### config.mk
export PLATFORM = sky130hd
export DESIGN_NAME = pipe_writeback_arbiter_flat
export DESIGN_NICKNAME = d
export VERILOG_FILES = /design/src/rtl/pipe_writeback_arbiter_pkg.sv /design/src/rtl/pipe_writeback_arbiter_if.sv /design/src/rtl/pipe_writeback_arbiter_fifo.sv /design/src/rtl/riscv_mux.sv /design/src/rtl/pipe_writeback_arbiter.sv /design/src/flat_wrapper.sv
export SDC_FILE = /design/constraint.sdc
export NUM_CORES = 1
export LEC_CHECK = 0
export ABC_AREA = 1
export BUFFER_PORTS_ARGS = -buffer_cell sky130_fd_sc_hd__buf_4
export CAP_MARGIN = 30
export CORE_UTILIZATION = 35
export CTS_CLUSTER_DIAMETER = 80
export DETAILED_ROUTE_END_ITERATION = 6
export GPL_TIMING_DRIVEN = 0
export SYNTH_ARGS = -nofsm -noshare
export SYNTH_HDL_FRONTEND = slang
export SYNTH_SLANG_ARGS = --single-unit
### constraint.sdc
create_clock -name i_clk -period 3.4 [get_ports i_clk]
set_clock_uncertainty 0.1 [all_clocks]
set_input_delay 0.17 -clock i_clk [delete_from_list [all_inputs] [get_ports i_clk]]
set_output_delay 0.17 -clock i_clk [all_outputs]
set_load 0.05 [all_outputs]
### src/rtl/pipe_writeback_arbiter_pkg.sv
// Shared types and constants for the writeback arbiter slice.
// XLEN / RF_ADDR_W / N_REGS mirror the core-wide configuration values.
// wbEntry_t is one pending register-file write (address + data).
package pipe_writeback_arbiter_pkg;
  localparam int XLEN      = 32;
  localparam int RF_ADDR_W = 5;
  localparam int N_REGS    = 32;

  typedef struct packed {
    logic [RF_ADDR_W-1:0] rd;
    logic [XLEN-1:0]      data;
  } wbEntry_t;

  localparam int ENTRY_W = $bits(wbEntry_t);

  // x0 is hardwired zero: writes to it are never architecturally visible.
  function automatic logic rdLive(input logic [RF_ADDR_W-1:0] rd);
    return rd != '0;
  endfunction
endpackage

### src/rtl/pipe_writeback_arbiter_if.sv
// Bus bundle between the pipeline/LLU/hazard side (master) and the
// writeback arbiter (slave).
//   i_wb_*   : Writeback stage write request (we, rd, data)
//   i_llu_*  : LLU result handshake (valid, rd, data); o_llu_ready back
//   i_iss_*  : LLU issue notification from Execute (valid, rd)
//   o_rf_*   : register-file write port (we, rd, wd)
//   o_busy_vec, o_stall_req, o_err : scoreboard / hazard / error outputs
interface pipe_writeback_arbiter_if;
  import pipe_writeback_arbiter_pkg::*;

  logic                 i_wb_we;
  logic [RF_ADDR_W-1:0] i_wb_rd;
  logic [XLEN-1:0]      i_wb_data;
  logic                 i_llu_valid;
  logic                 o_llu_ready;
  logic [RF_ADDR_W-1:0] i_llu_rd;
  logic [XLEN-1:0]      i_llu_data;
  logic                 i_iss_valid;
  logic [RF_ADDR_W-1:0] i_iss_rd;
  logic                 o_rf_we;
  logic [RF_ADDR_W-1:0] o_rf_rd;
  logic [XLEN-1:0]      o_rf_wd;
  logic [N_REGS-1:0]    o_busy_vec;
  logic                 o_stall_req;
  logic                 o_err;

  modport master (
    output i_wb_we, i_wb_rd, i_wb_data, i_llu_valid, i_llu_rd, i_llu_data,
           i_iss_valid, i_iss_rd,
    input  o_llu_ready, o_rf_we, o_rf_rd, o_rf_wd, o_busy_vec, o_stall_req, o_err
  );

  modport slave (
    input  i_wb_we, i_wb_rd, i_wb_data, i_llu_valid, i_llu_rd, i_llu_data,
           i_iss_valid, i_iss_rd,
    output o_llu_ready, o_rf_we, o_rf_rd, o_rf_wd, o_busy_vec, o_stall_req, o_err
  );
endinterface

### src/rtl/pipe_writeback_arbiter_fifo.sv
// pipe_wb_fifo: BUF_DEPTH x W result buffer for LLU writebacks.
// Ports: clk, rstn (async active-low), push/wdata, pop/rdata (head, valid
// when !empty), full, empty, count. Pointers wrap at BUF_DEPTH; push while
// full and pop while empty are ignored. Storage is not reset.
module pipe_wb_fifo #(
  parameter int BUF_DEPTH = 2,
  parameter int W         = 37
) (
  input  logic                             clk,
  input  logic                             rstn,
  input  logic                             push,
  input  logic [W-1:0]                     wdata,
  input  logic                             pop,
  output logic [W-1:0]                     rdata,
  output logic                             full,
  output logic                             empty,
  output logic [$clog2(BUF_DEPTH+1)-1:0]   count
);
  localparam int PTR_W = (BUF_DEPTH > 1) ? $clog2(BUF_DEPTH) : 1;
  localparam int CNT_W = $clog2(BUF_DEPTH + 1);

  logic [W-1:0]     mem [BUF_DEPTH];
  logic [PTR_W-1:0] wrPtr;
  logic [PTR_W-1:0] rdPtr;
  logic             doPush;
  logic             doPop;

  function automatic logic [PTR_W-1:0] ptrInc(input logic [PTR_W-1:0] p);
    return (p == PTR_W'(BUF_DEPTH - 1)) ? '0 : p + PTR_W'(1);
  endfunction

  assign full   = (count == CNT_W'(BUF_DEPTH));
  assign empty  = (count == '0);
  assign doPush = push & ~full;
  assign doPop  = pop & ~empty;
  assign rdata  = mem[rdPtr];

  always_ff @(posedge clk or negedge rstn) begin
    if (!rstn) begin
      wrPtr <= '0;
      rdPtr <= '0;
      count <= '0;
    end else begin
      if (doPush) wrPtr <= ptrInc(wrPtr);
      if (doPop)  rdPtr <= ptrInc(rdPtr);
      case ({doPush, doPop})
        2'b10:   count <= count + CNT_W'(1);
        2'b01:   count <= count - CNT_W'(1);
        default: count <= count;
      endcase
    end
  end

  always_ff @(posedge clk) begin
    if (doPush) mem[wrPtr] <= wdata;
  end
endmodule

### src/rtl/riscv_mux.sv
// Generic N-input one-hot-free select mux used across the core.
// Ports: muxIn (N_MUX_IN packed words), sel (index), muxOut (selected word).
module riscv_mux #(
  parameter int N_MUX_IN = 2,
  parameter int W        = 32
) (
  input  logic [N_MUX_IN-1:0][W-1:0]    muxIn,
  input  logic [$clog2(N_MUX_IN)-1:0]   sel,
  output logic [W-1:0]                  muxOut
);
  assign muxOut = muxIn[sel];
endmodule

### src/rtl/pipe_writeback_arbiter.sv
// pipe_writeback_arbiter: shares the register-file write port between the
// in-order Writeback stage (absolute priority, zero latency) and buffered
// long-latency-unit results that drain on idle write-port cycles.
// Ports: i_clk, i_rstn (async active-low), bus (slave modport of
// pipe_writeback_arbiter_if: WB request, LLU handshake, issue notify,
// register-file write port, busy scoreboard, stall request, sticky error).
module pipe_writeback_arbiter
  import pipe_writeback_arbiter_pkg::*;
#(
  parameter int BUF_DEPTH  = 2,
  parameter int STARVE_MAX = 8
) (
  input logic                      i_clk,
  input logic                      i_rstn,
  pipe_writeback_arbiter_if.slave  bus
);
  localparam int CNT_W = $clog2(BUF_DEPTH + 1);
  localparam int ST_W  = $clog2(STARVE_MAX + 1);

  logic                         wbAct;
  logic                         lluXfer;
  logic                         push;
  logic                         pop;
  logic                         fifoFull;
  logic                         fifoEmpty;
  logic [CNT_W-1:0]             fifoCount;
  logic [CNT_W-1:0]             countNext;
  wbEntry_t                     pushEntry;
  wbEntry_t                     headEntry;
  logic [1:0][ENTRY_W-1:0]      muxIn;
  logic [ENTRY_W-1:0]           muxOut;
  logic [N_REGS-1:0]            busyVec;
  logic [N_REGS-1:0]            busySet;
  logic [N_REGS-1:0]            busyClr;
  logic [N_REGS-1:0]            busyNext;
  logic [ST_W-1:0]              starveCnt;
  logic [ST_W-1:0]              starveNext;
  logic                         stallReq;
  logic                         errFlag;
  logic                         errHit;

  assign wbAct     = bus.i_wb_we & rdLive(bus.i_wb_rd);
  assign pop       = ~wbAct & ~fifoEmpty;
  // Ready depends only on the registered fill level, so a full FIFO is not
  // ready even in a cycle where it pops.
  assign lluXfer   = bus.i_llu_valid & ~fifoFull;
  assign push      = lluXfer & rdLive(bus.i_llu_rd);
  assign pushEntry = '{rd: bus.i_llu_rd, data: bus.i_llu_data};

  pipe_wb_fifo #(
    .BUF_DEPTH (BUF_DEPTH),
    .W         (ENTRY_W)
  ) u_fifo (
    .clk   (i_clk),
    .rstn  (i_rstn),
    .push  (push),
    .wdata (pushEntry),
    .pop   (pop),
    .rdata (headEntry),
    .full  (fifoFull),
    .empty (fifoEmpty),
    .count (fifoCount)
  );

  // Input 0 is forced to zero when nothing drains so an idle port reads 0.
  assign muxIn[1] = {bus.i_wb_rd, bus.i_wb_data};
  assign muxIn[0] = pop ? headEntry : '0;

  riscv_mux #(
    .N_MUX_IN (2),
    .W        (ENTRY_W)
  ) u_portMux (
    .muxIn  (muxIn),
    .sel    (wbAct),
    .muxOut (muxOut)
  );

  assign bus.o_rf_we              = wbAct | pop;
  assign {bus.o_rf_rd, bus.o_rf_wd} = muxOut;
  assign bus.o_llu_ready          = ~fifoFull;
  assign bus.o_busy_vec           = busyVec;
  assign bus.o_stall_req          = stallReq;
  assign bus.o_err                = errFlag;

  always_comb begin
    busySet = '0;
    busyClr = '0;
    if (bus.i_iss_valid && rdLive(bus.i_iss_rd)) busySet[bus.i_iss_rd] = 1'b1;
    if (pop) busyClr[headEntry.rd] = 1'b1;
    // OR-ing the set after the clear lets a same-cycle re-issue win.
    busyNext    = (busyVec & ~busyClr) | busySet;
    busyNext[0] = 1'b0;
  end

  always_comb begin
    countNext = fifoCount;
    if (push && !pop)      countNext = fifoCount + CNT_W'(1);
    else if (pop && !push) countNext = fifoCount - CNT_W'(1);
  end

  always_comb begin
    starveNext = '0;
    if (!fifoEmpty && !pop)
      starveNext = (starveCnt == ST_W'(STARVE_MAX)) ? starveCnt : starveCnt + ST_W'(1);
  end

  assign errHit = (wbAct & busyVec[bus.i_wb_rd])
                | (bus.i_iss_valid & rdLive(bus.i_iss_rd) & busyVec[bus.i_iss_rd])
                | (lluXfer & rdLive(bus.i_llu_rd) & ~busyVec[bus.i_llu_rd]);

  // Registered scoreboard / hazard / error state boundary
  always_ff @(posedge i_clk or negedge i_rstn) begin
    if (!i_rstn) begin
      busyVec   <= '0;
      starveCnt <= '0;
      stallReq  <= 1'b0;
      errFlag   <= 1'b0;
    end else begin
      busyVec   <= busyNext;
      starveCnt <= starveNext;
      stallReq  <= (countNext == CNT_W'(BUF_DEPTH)) | (starveNext == ST_W'(STARVE_MAX));
      errFlag   <= errFlag | errHit;
    end
  end
endmodule
### src/flat_wrapper.sv
// flat-port wrapper written by rule: the top's interface ports become plain ports
module pipe_writeback_arbiter_flat import pipe_writeback_arbiter_pkg::*;
#(
  parameter int BUF_DEPTH  = 2,
  parameter int STARVE_MAX = 8
)
  (i_clk, i_rstn, bus_i_wb_we, bus_i_wb_rd, bus_i_wb_data, bus_i_llu_valid, bus_i_llu_rd, bus_i_llu_data, bus_i_iss_valid, bus_i_iss_rd, bus_o_llu_ready, bus_o_rf_we, bus_o_rf_rd, bus_o_rf_wd, bus_o_busy_vec, bus_o_stall_req, bus_o_err);
  pipe_writeback_arbiter_if bus_i ();
  input logic i_clk;
  input logic i_rstn;
  input wire logic [$bits(bus_i.i_wb_we)-1:0] bus_i_wb_we;
  input wire logic [$bits(bus_i.i_wb_rd)-1:0] bus_i_wb_rd;
  input wire logic [$bits(bus_i.i_wb_data)-1:0] bus_i_wb_data;
  input wire logic [$bits(bus_i.i_llu_valid)-1:0] bus_i_llu_valid;
  input wire logic [$bits(bus_i.i_llu_rd)-1:0] bus_i_llu_rd;
  input wire logic [$bits(bus_i.i_llu_data)-1:0] bus_i_llu_data;
  input wire logic [$bits(bus_i.i_iss_valid)-1:0] bus_i_iss_valid;
  input wire logic [$bits(bus_i.i_iss_rd)-1:0] bus_i_iss_rd;
  output wire logic [$bits(bus_i.o_llu_ready)-1:0] bus_o_llu_ready;
  output wire logic [$bits(bus_i.o_rf_we)-1:0] bus_o_rf_we;
  output wire logic [$bits(bus_i.o_rf_rd)-1:0] bus_o_rf_rd;
  output wire logic [$bits(bus_i.o_rf_wd)-1:0] bus_o_rf_wd;
  output wire logic [$bits(bus_i.o_busy_vec)-1:0] bus_o_busy_vec;
  output wire logic [$bits(bus_i.o_stall_req)-1:0] bus_o_stall_req;
  output wire logic [$bits(bus_i.o_err)-1:0] bus_o_err;
  assign bus_i.i_wb_we = bus_i_wb_we;
  assign bus_i.i_wb_rd = bus_i_wb_rd;
  assign bus_i.i_wb_data = bus_i_wb_data;
  assign bus_i.i_llu_valid = bus_i_llu_valid;
  assign bus_i.i_llu_rd = bus_i_llu_rd;
  assign bus_i.i_llu_data = bus_i_llu_data;
  assign bus_i.i_iss_valid = bus_i_iss_valid;
  assign bus_i.i_iss_rd = bus_i_iss_rd;
  assign bus_o_llu_ready = bus_i.o_llu_ready;
  assign bus_o_rf_we = bus_i.o_rf_we;
  assign bus_o_rf_rd = bus_i.o_rf_rd;
  assign bus_o_rf_wd = bus_i.o_rf_wd;
  assign bus_o_busy_vec = bus_i.o_busy_vec;
  assign bus_o_stall_req = bus_i.o_stall_req;
  assign bus_o_err = bus_i.o_err;
  pipe_writeback_arbiter #(.BUF_DEPTH(BUF_DEPTH), .STARVE_MAX(STARVE_MAX)) u_core (.i_clk(i_clk), .i_rstn(i_rstn), .bus(bus_i));
endmodule
* After elaboration in Yosys (flattened, before gate mapping)
Memory sizes are Yosys's and may differ from the RTL's.
Cells that the tools add are included.
W data, S select, Z words.
** Cells by class
- Equal/unequal tests :: 6
- Reduce and logical (&&, ||, !) cells :: 14
- Bitwise logic cells :: 22
- Add/sub/neg operators :: 5
- Magnitude comparators :: 7
- Multiplexer cells :: 24
** Operator list (count)
- $mux W37 :: 3
- $mux W32 :: 2
- $and A32 B32 Y32 :: 1
- $not A32 Y32 :: 1
- $or A32 B32 Y32 :: 1
- $lt A5 B6 Y1 const B :: 4
- $bmux W1 S5 :: 3
- $reduce_bool A5 Y1 :: 3
- $and A1 B1 Y1 :: 10
- $demux W1 S5 :: 2
- $ge A5 B1 Y1 const B :: 2
- $mux W1 :: 9
- $eq A4 B4 Y1 const B :: 2
- $mux W4 :: 2
- $eq A2 B2 Y1 const B :: 3
- $logic_and A1 B1 Y1 :: 6
- $or A1 B1 Y1 :: 5
- $add A4 B1 Y4 const B :: 1
- $mux W2 :: 2
- $not A1 Y1 :: 4
- $pmux W2 S2 :: 1
- $logic_not A1 Y1 :: 3
- $add A1 B1 Y1 const B :: 2
- $add A2 B1 Y2 const B :: 1
- 5 further kinds :: 5
** Word-level totals
- Output and inout bits :: 73
- Memory bits (writable) :: 74
- Register bits :: 41
- Word-level logic and storage cells :: 86
- Bits of input ports :: 84
- Memories kept :: 1
** Memories
- u_core.u_fifo.mem :: words 2, bits a word 37, read ports 1, clocked after Yosys merged registers in 0, write ports 1, line pipe_writeback_arbiter_fifo.sv:22 : logic [W-1:0] mem [BUF_DEPTH];

* Logic depth before layout (Yosys ltp)
- Depth after elaboration :: 10
- Mapped depth :: 13
- Gate-level depth less buffers :: 11

* Cells and area by module
A second synthesis with hierarchy kept.
** Second synthesis, totals
- Cell total of the unflattened synthesis :: 858
- Area total of the unflattened synthesis :: 6488.7 um^2
** Modules (own cells, without submodules)
- pipe_writeback_arbiter :: cells each 513, area each 3061.7 um^2, seq. area each 925.9 um^2, times used 1
- pipe_wb_fifo :: cells each 226, area each 2939.1 um^2, seq. area each 2322.2 um^2, times used 1
- riscv_mux :: cells each 119, area each 488.0 um^2, seq. area each 0.0 um^2, times used 1

* Worst setup path after synthesis
Ideal clock, no wire load.
- Path type :: register to register
- Start :: reg u_core.u_fifo.count[0]
- End :: mem u_core.u_fifo.mem[1][0], enable pin
- Cell stages (with the launch flop) :: 6
- Slack :: 0.055 ns
- Buffers on the path :: 0
- Library setup time :: 0.433 ns
- Period minus slack after synthesis :: 3.345 ns
- Data required time :: 2.867 ns
- Data arrival time :: 2.812 ns
- Path through :: dfrtp_1 inv_1 ha_1 inv_1 nand3_1 nor2_1
** Between the ends
- Word-level cells in the longest chain between the ends :: 7
** RTL lines
- from (decl) :: line pipe_writeback_arbiter_fifo.sv:17 : output logic [$clog2(BUF_DEPTH+1)-1:0] count
- from (signal assigned) :: line pipe_writeback_arbiter_fifo.sv:47 : 2'b10: count <= count + CNT_W'(1);
- from (signal assigned) :: line pipe_writeback_arbiter_fifo.sv:48 : 2'b01: count <= count - CNT_W'(1);
- from (signal assigned) :: line pipe_writeback_arbiter_fifo.sv:49 : default: count <= count;
- $eq A2 B2 Y1 * :: line pipe_writeback_arbiter_fifo.sv:32 : assign full = (count == CNT_W'(BUF_DEPTH));
- $not A1 Y1 *
- net bus_o_llu_ready :: line flat_wrapper.sv:19 : output wire logic [$bits(bus_i.o_llu_ready)-1:0] bus_o_llu_ready;
- $and A1 B1 Y1 :: line pipe_writeback_arbiter.sv:46 : assign lluXfer = bus.i_llu_valid & ~fifoFull;
- $and A1 B1 Y1 :: line pipe_writeback_arbiter.sv:47 : assign push = lluXfer & rdLive(bus.i_llu_rd);
- $and A1 B1 Y1 * :: line pipe_writeback_arbiter_fifo.sv:34 : assign doPush = push & ~full;
- $mux W1 * :: line pipe_writeback_arbiter_fifo.sv:55 : if (doPush) mem[wrPtr] <= wdata;
- $mux W1 (not written as such) * :: line pipe_writeback_arbiter_fifo.sv:55
- to (decl) :: line pipe_writeback_arbiter_fifo.sv:22
Mark *: on every way through the listed nets, which the timed path passes. The rest lies on a longest branch.

* Worst setup path after layout
- Start :: reg u_core.u_fifo.count[0]
- End :: out bus_o_rf_rd[3]
** Between the ends
- Word-level cells in the longest chain between the ends :: 6
** RTL lines
- $logic_not A2 Y1 :: line pipe_writeback_arbiter_fifo.sv:33 : assign empty = (count == '0);
- $not A1 Y1 :: line pipe_writeback_arbiter.sv:43 : assign pop = ~wbAct & ~fifoEmpty;
- $and A1 B1 Y1 :: line pipe_writeback_arbiter.sv:43
- $mux W37 :: line pipe_writeback_arbiter.sv:67 : assign muxIn[0] = pop ? headEntry : '0;
- $mux W37 (not written as such) (2 in series) :: line riscv_mux.sv:11 : assign muxOut = muxIn[sel];
- to (decl) :: line flat_wrapper.sv:21 : output wire logic [$bits(bus_i.o_rf_rd)-1:0] bus_o_rf_rd;
Every way passes these cells. The select of a mux whose other input is x is not followed.

==> metrics.md <==
| Metric | Value |
|---|---|
| Status | `complete, no violations` |
| Simple-gate share of the synthesized area | `21.2%` |
| Root Buffer Master | `clkbuf_16` |
| Crit path max-delay family | `buffers and inverters` |
| Cell count of the worst hold path | `3` |
| First-pass GRT wire length | `28500 um` |
| Vias/cell | `around 5` |
| Ys async rst share | `between 30 and 40%` |
| Final Max Tran Viols | `0` |
| Layout cells sized above 1 | `24.8%` |
| Final antenna-violating net count | `0` |
| Post-CTS Hold Fix Bufs | `42` |
| Synth Area in Compound Gates | `around 17%` |
| Largest net degree at the start of global routing | `42` |
| Max Fanout on Critical Path | `10` |
| CTS Buf Count | `17` |
| PD cells | `895 mW/mm^2` |
| Synth warn | `0` |
| Worst-path cell chain | `inv_1 > ha_1 > inv_1 > nand2_4 > buf_2 > o21ai_0 > buf_4` |
| Crit end category | `output pin` |
| Combinational cell fraction of total power | `47.9%` |
| Area Growth Syn to Fin | `40.4%` |
| Synth Cell Area | `approximately 0.006 sq mm` |
| RD Place Congestion | `0.892` |
| Post-CTS sizing | `0` |
| Max Fclk | `~410 MHz` |
| Clk Latency, worst-skew pair | `about 420 ps` |
| Worst r2r dst | `u_core.u_fifo.mem[0][26]` |
| Average wire per standard cell | `15.7 um` |
| Count leader, synth | `nand2_1` |
| Clock Sinks | `115` |
| Clock network power share | `21.8%` |
| Fin nets | `between 1k and 1.5k` |
| Overflow after GRT | `0` |
| Lkg Pwr | `between 0.003 and 0.004 uW` |
| Worst Tran Pin Value | `557 ps` |
| Total Routed Length | `between 15000 and 20000 um` |
| Tcrit/Tclk final | `72.1%` |
| Fin worst setup slack | `948 ps` |
| Syn_nets | `between 700 and 800` |
| Hold Startpoint | `bus_i_iss_valid` |
| Area contributors post-synth | `edfxtp_1, dfrtp_1, nand2_1` |
| 1st-pass router iterations | `5` |
| # setup viols final | `0` |
| Reg2reg path depth | `6` |
| Mux contribution to synthesized area | `0%` |
| Ant. Diodes | `0` |
| Min-Delay Endpoint | `u_core.bus.o_busy_vec[4]` |
| Top cell type by total area after synthesis | `edfxtp_1` |
| # IOs | `157` |
| Crit path DAT | `2180 ps` |
| Worst-path clk slew | `around 60 ps` |
| HPWL Detailed | `roughly 13000 um` |
| Clock period minus worst slack | `2450 ps` |
| P_int | `4000 uW` |
| Overall global routing resource usage | `a little over a fifth` |
| Setup TNS | `0 ps` |
| Seq pwr share | `30.3%` |
| Starting density of the core | `36.1%` |
| Top FF cell, synth | `edfxtp_1` |
| Switch share | `47.4%` |
| Xor-xnor portion of the synthesized cell area | `0.579%` |
| Slowest Stage Delay on Critical Path | `390 ps` |
| Average size of a mapped cell | `8.66 sq um` |
| Post-synth EDFFs | `74` |
| CTS tree | `done` |
| Reg-to-Reg Start | `u_core.u_fifo.count[0]` |
| Max-Cap Viols | `0` |
| Die area | `approximately 0.018 sq mm` |
| Most used cell, CP | `inv_1` |
| Final hold violation count | `0` |
| Vias | `5704` |
| Unrepaired setup endpoints after global routing | `no` |
| Initial antenna violation count | `0` |
| Core Box Area | `0.0168 sq mm` |
| Initial DRC Count | `406` |
| Worst EP required | `around 3100 ps` |
| Setup WS pre-CTS | `1330 ps` |
| Register bit total from synthesis | `roughly 120` |
| Worst Setup Path Type | `flip-flop to output pin` |
| Most frequent cells after synthesis | `nand2_1, edfxtp_1, o21ai_0` |
| Register area share after synthesis | `a little over half` |
| Final Cell Area | `0.00850 sq mm` |
| Buf+Inv Stages, Crit Path | `4` |
| Highest ir drop seen on vdd | `0.000510 V` |
| Setup bufs post-CTS | `0` |
| Worst setup SP type | `flip-flop` |
| Flop-to-flop setup slack | `1380 ps` |
| Drt drc | `0` |
| Synthesized instance count | `699` |
| Die Wd | `134 um` |
| CTS Buffer Depth | `2` |
| Via count of the first global-routing pass | `5452` |
| Worst Hold Class | `primary input to flip-flop` |
| Die height | `between 100 and 150 um` |
| Worst path slowest cell | `dfrtp_1` |
| Tot Pwr | `7610 uW` |
| Net Sw Power | `about 3600 uW` |
| Worst-case headroom to the max-slew limit | `62.9%` |
| Post-DP Area | `0.00753 sq mm` |
| H-tree levels | `4` |
| Adder-cell area share of the yosys netlist | `1.03%` |
| Row cnt | `47` |
| Netlist cell types | `38` |
| Main combinational cell family by area after synthesis | `simple AND/OR/NAND/NOR gates` |
| Synth top area share | `a little under two fifths` |
| Buffers on Ports | `153` |
final cells by class:
type	instances	area [sq um]
Buffer	27	143
Clock buffer	17	425
Clock inverter	15	124
Fill cell	1586	8260
Inverter	69	263
Multi-Input combinational cell	488	2420
Sequential cell	115	3250
Tap cell	220	275
Timing Repair Buffer	197	1610
worst register-to-register path, delay by kind of cell, from the launching register on:
kind,cells,cell delay [ps]
buffers and inverters,3,420
adders and majority gates,1,190
and+or+nand+nor,2,610
DFF,1,390
power by group through the flow:
stage / sequential, uW / clock (uW) / combinational, uW
after floorplan: 2870 / 0 / 1850
after CTS: 2300 / 1680 / 3670
after global placement: 2340 / 0 / 3550
after detailed placement: 2330 / 0 / 3620
final: 2310 / 1660 / 3650
after global routing: 2350 / 1750 / 3940
cells by family after synthesis:
family / Yosys count
fa+ha+maj: 5
simple gates: 305
compound gates: 173
flops: 115
buf+inv: 96
xor+xnor: 4
other cells: 1
worst max path at each step:
stage	slack, ps	end	start	cells past startpoint
2_1_floorplan	50	u_core.u_fifo.mem[1][0]	u_core.u_fifo.count[0]	5
3_3_place_gp	-710	u_core.u_fifo.mem[1][16]	bus_i_llu_rd[0]	6
3_5_place_dp	1330	bus_o_rf_rd[3]	bus_i_wb_rd[0]	9
4_1_cts	940	bus_o_rf_rd[3]	u_core.u_fifo.count[0]	7
5_1_grt	840	bus_o_rf_rd[3]	u_core.u_fifo.count[0]	7
6_report	950	bus_o_rf_rd[3]	u_core.u_fifo.count[0]	7
per-stage QoR:
stage	util [%]	cells	hold WS [ps]
floorplan	-	699	-226
global route	50.7	1148	22.5
finish	50.7	1148	33.0
detailed placement	45.0	1074	97.8
CTS	50.7	1148	8.98
global placement	44.6	1072	98.2
cells in the final DEF (no fill, tap or decap), types with 11 or more instances in the layout:
cell,n
o21ai_1,11
o21ai_0,61
a21oi_1,42
a21o_1,32
nand2_1,209
nor2_1,23
dlygate4sd3_1,42
buf_4,159
edfxtp_1,74
clkbuf_16,17
dfrtp_1,41
clkbuf_1,11
inv_1,58
nand3_1,42
routing by layer:
| metal | track usage, % | vias up | share of wire [%] |
|---|---|---|---|
| li1 | - | 2799 | - |
| met3 | 5.86 | 18 | 7.1 |
| met1 | 28.5 | 2663 | 45 |
| met2 | 32.6 | 224 | 47 |
| met5 | 0 | - | 0 |
| met4 | 6.94 | 0 | 1.4 |
sequential cells by signal (all words and copies together) (netlist names):
signal and count:
u_core.u_fifo.mem 74, u_core.bus.o_busy_vec 31, u_core.u_fifo.count 2, u_core.bus.o_err 1
u_core.u_fifo.wrPtr 1, u_core.starveCnt 4, u_core.bus.o_stall_req 1, u_core.u_fifo.rdPtr 1
Power figures use the tool's default switching activity.
